==> src/rtl/md_seq_if.sv <==
// md_seq_if: EX-stage <-> multiply/divide sequencer bundle.
// The master side is the EX stage (operands, op select, mfhi/mflo requests).
// The slave side is md_seq, which returns HI/LO, busy, done and stall.
interface md_seq_if;
  logic        flush;
  logic        start;
  logic [2:0]  func;
  logic        is_sign;
  logic [31:0] a;
  logic [31:0] b;
  logic        rd_hi;
  logic        rd_lo;
  logic [31:0] hi;
  logic [31:0] lo;
  logic        busy;
  logic        done;
  logic        stall;

  modport master (
    output flush, start, func, is_sign, a, b, rd_hi, rd_lo,
    input  hi, lo, busy, done, stall
  );

  modport slave (
    input  flush, start, func, is_sign, a, b, rd_hi, rd_lo,
    output hi, lo, busy, done, stall
  );
endinterface

==> src/rtl/md_seq.sv <==
// md_seq: multi-cycle multiply/divide sequencer owning the HI/LO registers.
// mult/multu run for MUL_LAT cycles, div/divu use a 32-step radix-2
// restoring divider on magnitudes with a final sign correction.
// Optional build macro MD_FAST_MUL_EN: mult/multu complete at the start edge
// (no busy, no stall); divide is unchanged.
module md_seq #(
  parameter int unsigned MUL_LAT = 5,
  parameter int unsigned DIV_LAT = 32
) (
  input  logic    clk,
  input  logic    rst,
  md_seq_if.slave bus
);

  typedef enum logic [1:0] {
    ST_IDLE = 2'd0,
    ST_MUL  = 2'd1,
    ST_DIV  = 2'd2
  } state_t;

  localparam logic [4:0] DIV_CNT_INIT = 5'(DIV_LAT - 1);
`ifndef MD_FAST_MUL_EN
  localparam logic [4:0] MUL_CNT_INIT = 5'(MUL_LAT - 1);
`endif

  // Conditional two's-complement negate used for magnitudes and sign fix-up.
  function automatic logic [31:0] neg_if(input logic [31:0] v, input logic neg);
    logic [31:0] r;
    if (neg) begin
      r = ~v + 32'd1;
    end else begin
      r = v;
    end
    return r;
  endfunction

  state_t      state_r, state_nxt;
  logic [4:0]  cnt_r, cnt_nxt;
  logic [31:0] hi_r, hi_nxt;
  logic [31:0] lo_r, lo_nxt;
  logic [31:0] op_a_r, op_a_nxt;   // mult operand a / original dividend
  logic [31:0] op_b_r, op_b_nxt;   // mult operand b / divisor magnitude
  logic [31:0] rem_r, rem_nxt;
  logic [31:0] quo_r, quo_nxt;
  logic        sign_r, sign_nxt;
  logic        q_neg_r, q_neg_nxt;
  logic        r_neg_r, r_neg_nxt;
  logic        busy_r, busy_nxt;
  logic        done_r, done_nxt;

  logic [31:0] mul_a_s, mul_b_s;
  logic        mul_sign_s;
  logic [63:0] mul_a_ext_s, mul_b_ext_s, prod_s;
  logic [32:0] rem_sh_s;
  logic [33:0] trial_s;
  logic        step_ok_s;
  logic [31:0] rem_step_s, quo_step_s;
  logic        div_sa_s, div_sb_s;

  assign div_sa_s = bus.is_sign & bus.a[31];
  assign div_sb_s = bus.is_sign & bus.b[31];

  // Full 64-bit product, sign-extended operands give the signed result mod 2^64.
  always_comb begin
`ifdef MD_FAST_MUL_EN
    mul_a_s    = bus.a;
    mul_b_s    = bus.b;
    mul_sign_s = bus.is_sign;
`else
    mul_a_s    = op_a_r;
    mul_b_s    = op_b_r;
    mul_sign_s = sign_r;
`endif
    if (mul_sign_s) begin
      mul_a_ext_s = {{32{mul_a_s[31]}}, mul_a_s};
      mul_b_ext_s = {{32{mul_b_s[31]}}, mul_b_s};
    end else begin
      mul_a_ext_s = {32'd0, mul_a_s};
      mul_b_ext_s = {32'd0, mul_b_s};
    end
    prod_s = mul_a_ext_s * mul_b_ext_s;
  end

  // One restoring step: shift rem:quo left, trial-subtract divisor, set quotient bit.
  always_comb begin
    rem_sh_s  = {rem_r, quo_r[31]};
    trial_s   = {1'b0, rem_sh_s} - {2'b00, op_b_r};
    step_ok_s = ~trial_s[33];
    if (step_ok_s) begin
      rem_step_s = trial_s[31:0];
    end else begin
      rem_step_s = rem_sh_s[31:0];
    end
    quo_step_s = {quo_r[30:0], step_ok_s};
  end

  // Next-state and datapath decisions; flush beats start and aborts without writes.
  always_comb begin
    state_nxt = state_r;
    cnt_nxt   = cnt_r;
    hi_nxt    = hi_r;
    lo_nxt    = lo_r;
    op_a_nxt  = op_a_r;
    op_b_nxt  = op_b_r;
    rem_nxt   = rem_r;
    quo_nxt   = quo_r;
    sign_nxt  = sign_r;
    q_neg_nxt = q_neg_r;
    r_neg_nxt = r_neg_r;
    done_nxt  = 1'b0;
    case (state_r)
      ST_IDLE: begin
        if (bus.start && !bus.flush) begin
          case (bus.func)
            3'd1: begin
`ifdef MD_FAST_MUL_EN
              {hi_nxt, lo_nxt} = prod_s;
              done_nxt         = 1'b1;
`else
              op_a_nxt  = bus.a;
              op_b_nxt  = bus.b;
              sign_nxt  = bus.is_sign;
              cnt_nxt   = MUL_CNT_INIT;
              state_nxt = ST_MUL;
`endif
            end
            3'd2: begin
              op_a_nxt  = bus.a;
              op_b_nxt  = neg_if(bus.b, div_sb_s);
              quo_nxt   = neg_if(bus.a, div_sa_s);
              rem_nxt   = 32'd0;
              q_neg_nxt = div_sa_s ^ div_sb_s;
              r_neg_nxt = div_sa_s;
              cnt_nxt   = DIV_CNT_INIT;
              state_nxt = ST_DIV;
            end
            3'd3: hi_nxt = bus.a;
            3'd4: lo_nxt = bus.a;
            default: state_nxt = ST_IDLE;
          endcase
        end else begin
          state_nxt = ST_IDLE;
        end
      end
      ST_MUL: begin
        if (bus.flush) begin
          state_nxt = ST_IDLE;
        end else if (cnt_r == 5'd0) begin
          {hi_nxt, lo_nxt} = prod_s;
          done_nxt         = 1'b1;
          state_nxt        = ST_IDLE;
        end else begin
          cnt_nxt = cnt_r - 5'd1;
        end
      end
      ST_DIV: begin
        if (bus.flush) begin
          state_nxt = ST_IDLE;
        end else begin
          rem_nxt = rem_step_s;
          quo_nxt = quo_step_s;
          if (cnt_r == 5'd0) begin
            if (op_b_r == 32'd0) begin
              lo_nxt = 32'hFFFF_FFFF;
              hi_nxt = op_a_r;
            end else begin
              lo_nxt = neg_if(quo_step_s, q_neg_r);
              hi_nxt = neg_if(rem_step_s, r_neg_r);
            end
            done_nxt  = 1'b1;
            state_nxt = ST_IDLE;
          end else begin
            cnt_nxt = cnt_r - 5'd1;
          end
        end
      end
      default: state_nxt = ST_IDLE;
    endcase
    busy_nxt = (state_nxt != ST_IDLE);
  end

  // State and datapath registers with synchronous reset.
  always_ff @(posedge clk) begin
    if (rst) begin
      state_r <= ST_IDLE;
      cnt_r   <= 5'd0;
      hi_r    <= 32'd0;
      lo_r    <= 32'd0;
      op_a_r  <= 32'd0;
      op_b_r  <= 32'd0;
      rem_r   <= 32'd0;
      quo_r   <= 32'd0;
      sign_r  <= 1'b0;
      q_neg_r <= 1'b0;
      r_neg_r <= 1'b0;
      busy_r  <= 1'b0;
      done_r  <= 1'b0;
    end else begin
      state_r <= state_nxt;
      cnt_r   <= cnt_nxt;
      hi_r    <= hi_nxt;
      lo_r    <= lo_nxt;
      op_a_r  <= op_a_nxt;
      op_b_r  <= op_b_nxt;
      rem_r   <= rem_nxt;
      quo_r   <= quo_nxt;
      sign_r  <= sign_nxt;
      q_neg_r <= q_neg_nxt;
      r_neg_r <= r_neg_nxt;
      busy_r  <= busy_nxt;
      done_r  <= done_nxt;
    end
  end

  assign bus.hi    = hi_r;
  assign bus.lo    = lo_r;
  assign bus.busy  = busy_r;
  assign bus.done  = done_r;
  assign bus.stall = busy_r & (bus.start | bus.rd_hi | bus.rd_lo);

endmodule
==> src/flat_wrapper.sv <==
// flat-port wrapper written by rule: the top's interface ports become plain ports
module md_seq_flat 
#(
  parameter int unsigned MUL_LAT = 5,
  parameter int unsigned DIV_LAT = 32
)
  (clk, rst, bus_flush, bus_start, bus_func, bus_is_sign, bus_a, bus_b, bus_rd_hi, bus_rd_lo, bus_hi, bus_lo, bus_busy, bus_done, bus_stall);
  md_seq_if bus_i ();
  input  logic clk;
  input  logic rst;
  input wire logic [$bits(bus_i.flush)-1:0] bus_flush;
  input wire logic [$bits(bus_i.start)-1:0] bus_start;
  input wire logic [$bits(bus_i.func)-1:0] bus_func;
  input wire logic [$bits(bus_i.is_sign)-1:0] bus_is_sign;
  input wire logic [$bits(bus_i.a)-1:0] bus_a;
  input wire logic [$bits(bus_i.b)-1:0] bus_b;
  input wire logic [$bits(bus_i.rd_hi)-1:0] bus_rd_hi;
  input wire logic [$bits(bus_i.rd_lo)-1:0] bus_rd_lo;
  output wire logic [$bits(bus_i.hi)-1:0] bus_hi;
  output wire logic [$bits(bus_i.lo)-1:0] bus_lo;
  output wire logic [$bits(bus_i.busy)-1:0] bus_busy;
  output wire logic [$bits(bus_i.done)-1:0] bus_done;
  output wire logic [$bits(bus_i.stall)-1:0] bus_stall;
  assign bus_i.flush = bus_flush;
  assign bus_i.start = bus_start;
  assign bus_i.func = bus_func;
  assign bus_i.is_sign = bus_is_sign;
  assign bus_i.a = bus_a;
  assign bus_i.b = bus_b;
  assign bus_i.rd_hi = bus_rd_hi;
  assign bus_i.rd_lo = bus_rd_lo;
  assign bus_hi = bus_i.hi;
  assign bus_lo = bus_i.lo;
  assign bus_busy = bus_i.busy;
  assign bus_done = bus_i.done;
  assign bus_stall = bus_i.stall;
  md_seq #(.MUL_LAT(MUL_LAT), .DIV_LAT(DIV_LAT)) u_core (.clk(clk), .rst(rst), .bus(bus_i));
endmodule
==> config.mk <==
export PLATFORM = sky130hd
export DESIGN_NAME = md_seq_flat
export DESIGN_NICKNAME = d
export VERILOG_FILES = /design/src/rtl/md_seq_if.sv /design/src/rtl/md_seq.sv /design/src/flat_wrapper.sv
export SDC_FILE = /design/constraint.sdc
export NUM_CORES = 2
export LEC_CHECK = 0
export ABC_CLOCK_PERIOD_IN_PS = 16500
export CELL_PAD_IN_SITES_DETAIL_PLACEMENT = 1
export CELL_PAD_IN_SITES_GLOBAL_PLACEMENT = 1
export CORE_ASPECT_RATIO = 0.5
export CORE_MARGIN = 8
export CORE_UTILIZATION = 55
export DETAILED_ROUTE_END_ITERATION = 6
export PLACE_DENSITY_LB_ADDON = 0.1
export SKIP_CTS_REPAIR_TIMING = 1
export SLEW_MARGIN = 20
export SYNTH_ARGS = -nofsm -noshare
export SYNTH_HDL_FRONTEND = slang
export SYNTH_SLANG_ARGS = --single-unit
==> constraint.sdc <==
create_clock -name clk -period 16.5 [get_ports clk]
set_input_delay 1.65 -clock clk [delete_from_list [all_inputs] [get_ports clk]]
set_output_delay 1.65 -clock clk [all_outputs]
set_load 0.005 [all_outputs]
# [Word level (Yosys, flattened, before mapping)]
# Index checks and enable logic that the tools add are counted.
[word_totals] regBits=204 latch_bits=0 mem_bits_rw=0 romBits=0 inputBits=74 out_inout_bits=67 word_cells=114 mem_count=0
[op_classes] add_sub_neg=6 multipliers=1 n_div=0 magnitude_cmp=0 n_eq_ne=17 shifts=0 n_mux=43 bitwise_logic=12 reduce_logical=22
[ops] cell="2-to-1 mux 32 bit" n=25
[ops] cell="one-hot mux 32 bit (2 select lines)" n=3
[ops] cell="one-hot mux 32 bit (3 select lines)" n=2
[ops] cell="adder 32 x 1 -> 32 bit (second input constant)" n=4
[ops] cell="2-to-1 mux 64 bit" n=2
[ops] cell="inverter 32 bit" n=4
[ops] cell="multiplier 64 x 64 -> 64 bit" n=1
[ops] cell="subtractor 33 x 32 -> 34 bit" n=1
[ops] cell="logical NOT 32 bit" n=1
[ops] cell="one-hot mux 5 bit (2 select lines)" n=2
[ops] cell="2-to-1 mux 5 bit" n=3
[ops] cell="inequality test 2 bit (second input constant)" n=7
[ops] cell="AND reduction 7 bit" n=2
[ops] cell="AND reduction 3 bit" n=4
[ops] cell="nonzero test 2 bit" n=4
[ops] cell="equality test 3 x 2 -> 1 bit (second input constant)" n=2
[ops] cell="2-to-1 mux 2 bit" n=3
[ops] cell="inequality test 2 x 1 -> 1 bit (second input constant)" n=3
[ops] cell="one-hot mux 2 bit (3 select lines)" n=1
[ops] cell="OR reduction 2 bit" n=3
[ops] cell="logical NOT 5 bit" n=1
[ops] cell="AND reduction 5 bit" n=1
[ops] cell="subtractor 5 x 1 -> 5 bit (second input constant)" n=1
[ops] cell="one-hot mux 2 bit (2 select lines)" n=1
[ops] cell="other kinds (16)" n=20

# [Depth between registers and ports, before layout]
[depth] word_depth=9 mapped_depth=37 ltp_nobuf=33

# [Worst setup path before layout]
# No wires, ideal clock.
[synth_timing] path_kind="register -> register" start="reg u_core.op_a_r[31], in the netlist u_core.mul_a_s[31]" end="reg u_core.hi_r[29], in the netlist u_core.bus.hi[29]" setup_time_ns=0.091 arrival_ns=9.177 t_required_ns=16.409 slack_ns=7.232 path_stages_with_launch=32 path_buffers=3 period_less_slack_ns=9.268 path_cell_list="dfxtp_1 and2_1 clkbuf_1 clkbuf_1 nand2_1 fa_1 inv_1 fa_1 fa_1 inv_1 fa_1 inv_1 fa_1 fa_1 fa_1 fa_1 fa_1 inv_1 fa_1 inv_1 ha_1 clkbuf_1 a21o_1 a21o_1 a21oi_1 nor2_1 o21ai_0 nand2_1 a221o_1 a21oi_1 mux2_2 a311oi_1"
[synth_via] elab_chain_len=5
[synth_rtl] item="from (decl)" line_no="md_seq.sv:41" rtl="logic [31:0] op_a_r, op_a_nxt;"
[synth_rtl] item="from (signal assigned)" line_no="md_seq.sv:203" rtl="op_a_r <= op_a_nxt;"
[synth_rtl] item="2-to-1 mux 64 bit" line_no="md_seq.sv:74" rtl="if (mul_sign_s) begin"
[synth_rtl] item="multiplier 64 x 64 -> 64 bit" line_no="md_seq.sv:81" rtl="prod_s = mul_a_ext_s * mul_b_ext_s;"
[synth_rtl] item="2-to-1 mux 32 bit" line_no="md_seq.sv:148" rtl="end else if (cnt_r == 5'd0) begin"
[synth_rtl] item="2-to-1 mux 32 bit" line_no="md_seq.sv:146" rtl="if (bus.flush) begin"
[synth_rtl] item="one-hot mux 32 bit (3 select lines)" line_no="md_seq.sv:111" rtl="case (state_r)"
[synth_rtl] item="to (signal assigned)" line_no="md_seq.sv:201" rtl="hi_r <= hi_nxt;"
[synth_rtl] item="to (decl)" line_no="md_seq.sv:39" rtl="logic [31:0] hi_r, hi_nxt;"
# No other way between the ends. The select of a mux whose other input is x is not followed.
# A chain may end at the register's enable or synchronous reset.

# [Final worst setup path]
[layout_timing] start="reg u_core.op_b_r[11], in the netlist u_core.mul_b_s[11]" end="reg u_core.hi_r[28], in the netlist u_core.bus.hi[28]"
[layout_via] elab_chain_len=9 word_cells_on_any_way=14 classes_between="2 x add/sub; 1 x mul; 9 x mux; 1 x bitwise; 1 x reduce/logical"
[layout_rtl] item="from (decl)" line_no="md_seq.sv:42" rtl="logic [31:0] op_b_r, op_b_nxt;"
[layout_rtl] item="from (signal assigned)" line_no="md_seq.sv:204" rtl="op_b_r <= op_b_nxt;"
[layout_rtl] item="branches (longest 8 deep; another with multiplier 64 x 64 -> 64 bit)"
[layout_rtl] item="one-hot mux 32 bit (3 select lines) (*)" line_no="md_seq.sv:111"
# Mark *: on every way between the ends. The select of a mux whose other input is x is not followed.

==> results.py <==
metrics = {
    "status": {
        "status": "finished clean",
    },
    "setup_path": {
        "startpoint_type": "flop",
        "critPathMaxStageDelay_ns": 0.68,
        "worstPathRequired_ns": 16.95,
        "crit_top_cell": "fa_1",
        "r2r-end": "u_core.bus.hi[28]$_SDFFE_PP0P_",
        "critPathArrivalTime_ns": 11.48,
        "endpoint_kind": "flop",
        "rr_worst_depth": 33,
        "critical_path_class": "flop to flop",
        "rrSetupSlack_ns": 5.47,
        "cp_max_fo": 25,
        "r2r-start": "u_core.mul_b_s[11]$_SDFFE_PP0P_",
        "cp_slowest_cell": "dfxtp_1",
    },
    "timing": {
        "worst_clock_skew_ns": 0.0329,
        "worst_pin_slew_ns": 1.16,
        "fmax_mhz": 90.7,
        "rsz0062_at_grt": "false",
        "maxSlewHeadroom_pct": 22.5,
        "setup_viol": 0,
        "period_needed_ns": 11.03,
        "hold_viol": 0,
        "drv_slew": 0,
        "finalSetupTns_ns": 0,
        "finalCritPeriodShare_pct": 66.8,
    },
    "logic_synthesis": {
        "syn-num-nets": 8915,
        "synth_top_cells_by_area": "fa_1, inv_1, ha_1, dfxtp_1, and2_1",
        "ys_seq_area_share_pct": 6.56,
        "async_flop_share_pct": 0,
        "yosys_register_bits": 204,
        "ys_top_cells_by_count": "inv_1, fa_1, nand2_1",
        "synthFlopType": "dfxtp_1",
        "synth-edff-count": 0,
        "synth.most_common_cell": "inv_1",
        "yosysTopAreaCell": "fa_1",
        "synth_top_area_share_pct": 45.7,
        "ys_types": 106,
        "synth.avg_cell_area_um2": 8.80,
        "ys_warn_count": 0,
        "syn_inst": 7072,
        "netlist_area_um2": 62300,
    },
    "place": {
        "port_buffers": 140,
        "gp_congestion": 1.04,
        "hpwl_um": 204000,
        "place_area_um2": 64800,
    },
    "power_and_ir_drop": {
        "power_w": 0.00171,
        "ir_drop_v": 0.0000809,
        "leakage_nw": 32.6,
        "powerDensity_nw_per_um2": 26.0,
    },
    "hold_path": {
        "min_to": "u_core.mul_a_s[3]$_SDFFE_PP0P_",
        "hp-class": "flop to flop",
        "hold_path_depth": 2,
        "min_from": "u_core.mul_a_s[3]$_SDFFE_PP0P_",
    },
    "route": {
        "viasPerCell": 6.24,
        "route.detailed.drc": 0,
        "routed_wirelength_um": 261000,
        "drt_iter0_drc": 5865,
        "first_pass_iters": 7,
        "num_vias": 52900,
        "wl_per_cell_um": 30.7,
        "ant_nets": 0,
    },
    "grt": {
        "grt_pass1_wl_um": 387000,
        "grt_remaining_overflow": 0,
        "antenna_found_initial": 18,
        "grt_pass1_vias": 59100,
        "grt_usage_pct": 41.8,
        "grt_max_degree": 85,
    },
    "finish": {
        "nNetsFinal": 8792,
        "area_growth_pct": 5.46,
        "post-route-util_pct": 58.4,
        "layout-drive-gt1-share_pct": 3.37,
        "nFillCells": 13100,
        "stdcell_area_um2": 65600,
    },
    "cts": {
        "root_buffer": "clkbuf_16",
        "cts_tree": "built",
        "cts.sinks": 204,
        "clk_path_buf_depth": 3,
        "clk_latency_ns": 0.62,
        "htree_levels": 1,
        "clkTransAtPathRegs_ns": 0.07,
        "numCtsBuffers": 27,
    },
    "job": {
        "drv_cap": 0,
    },
    "floorplan": {
        "core_um2": 112000,
        "rows": 87,
        "initial_core_util_pct": 55.4,
        "die_h_um": 254,
        "ioPinCount": 141,
        "dieWidth_um": 492,
        "die_area_um2": 125000,
    },
}
## cells by family (layout without fill, tap and decap cells)
logic type / Yosys count / after routing / share of synthesized area (%)
buffers and inverters: 1994 / 1889 / 12.2
and+or+nand+nor: 1990 / 1990 / 15.7
adders and majority gates: 1773 / 1773 / 52.7
AOI/OAI and AO/OA: 835 / 835 / 8.83
xor gates and xnor gates: 245 / 245 / 3.45
DFF: 204 / 204 / 6.56
muxes: 31 / 31 / 0.521
other: 0 / 6 / 0
## metrics by stage
| stage | std cells | setup WS [ns] | hold WS, ns |
|---|---|---|---|
| 2_1_floorplan | 7072 | 7.23 | 0.448 |
| 3_3_place_gp | 8432 | 5.69 | 0.437 |
| 3_5_place_dp | 8433 | 5.72 | 0.449 |
| 4_1_cts | 8480 | 5.63 | 0.457 |
| 5_1_grt | 8482 | 5.07 | 0.471 |
| 6_report | 8486 | 5.47 | 0.452 |
## cells in the final DEF, fill, tap and decap left out, types with 21 or more instances in the layout
cell,instances
nand2b_1,21
a21o_1,49
nor4_1,29
a22oi_1,25
a211oi_1,47
xor2_1,77
clkbuf_16,27
nor2_1,299
nand2_1,773
or3_1,39
mux2i_1,22
and3_1,34
o211ai_1,23
and2_1,589
nand3_1,54
clkdlybuf4s50_1,139
a21oi_1,285
ha_1,346
o31ai_1,22
fa_1,1420
dfxtp_1,199
inv_1,1592
buf_4,106
a221oi_1,46
xnor2_1,167
o21ai_0,150
nor3_1,60
## sequential cells by signal, indices dropped and copies added (netlist names), 2 cells and up
name and count:
u_core.mul_b_s 32, u_core.state_r 2, u_core.quo_r 32, u_core.bus.hi 32
u_core.cnt_r 5, u_core.mul_a_s 32, u_core.rem_r 32, u_core.bus.lo 32
## final cells by class
class	count	area (um2)	area share, %
diodes	6	15.0	0.0229
multi-input cells	4874	50600	77.1
clock inverters	10	85.1	0.130
well taps	1513	1890	2.88
repair buffers	246	2200	3.35
clock buffers	37	763	1.16
flip-flops and latches	204	4090	6.23
inverters	1596	6000	9.15
## power by group
part / total, W / internal, W / switching, W
registers: 0.000513 / 0.000502 / 0.0000103
logic: 0.000589 / 0.000173 / 0.000416
clock network: 0.000604 / 0.000325 / 0.000278
## routing by layer
| layer | wire, um | vias up | GRT usage, % |
|---|---|---|---|
| li1 | - | 21100 | - |
| met1 | 99700 | 27600 | 54.8 |
| met2 | 109000 | 3408 | 61.6 |
| met3 | 37200 | 809 | 15.9 |
| met4 | 15100 | 6 | 19.4 |
| met5 | 108 | - | 0.926 |
## worst max-delay path, delay by kind of cell (launching register included)
family / cells / cell delay, ns
AOI/OAI and AO/OA: 11 / 3.30
xor gates and xnor gates: 1 / 0.09
adders and majority gates: 11 / 5.51
buffers and inverters: 9 / 1.04
DFF: 1 / 0.68
and+or+nand+nor: 1 / 0.23
## worst max path at each step
stage / start / end / slack, ns / cells past startpoint
after floorplan: u_core.mul_a_s[31]$_SDFFE_PP0P_ / u_core.bus.hi[29]$_SDFFE_PP0P_ / 7.23 / 31
after global placement: u_core.mul_a_s[1]$_SDFFE_PP0P_ / u_core.bus.hi[28]$_SDFFE_PP0P_ / 5.69 / 32
after detailed placement: u_core.mul_a_s[25]$_SDFFE_PP0P_ / u_core.bus.hi[28]$_SDFFE_PP0P_ / 5.72 / 32
after CTS: u_core.mul_a_s[25]$_SDFFE_PP0P_ / u_core.bus.hi[28]$_SDFFE_PP0P_ / 5.63 / 32
after global routing: u_core.mul_b_s[11]$_SDFFE_PP0P_ / u_core.bus.hi[28]$_SDFFE_PP0P_ / 5.07 / 33
final: u_core.mul_b_s[11]$_SDFFE_PP0P_ / u_core.bus.hi[28]$_SDFFE_PP0P_ / 5.47 / 33
Note: power is estimated with default switching activity, not from simulation.
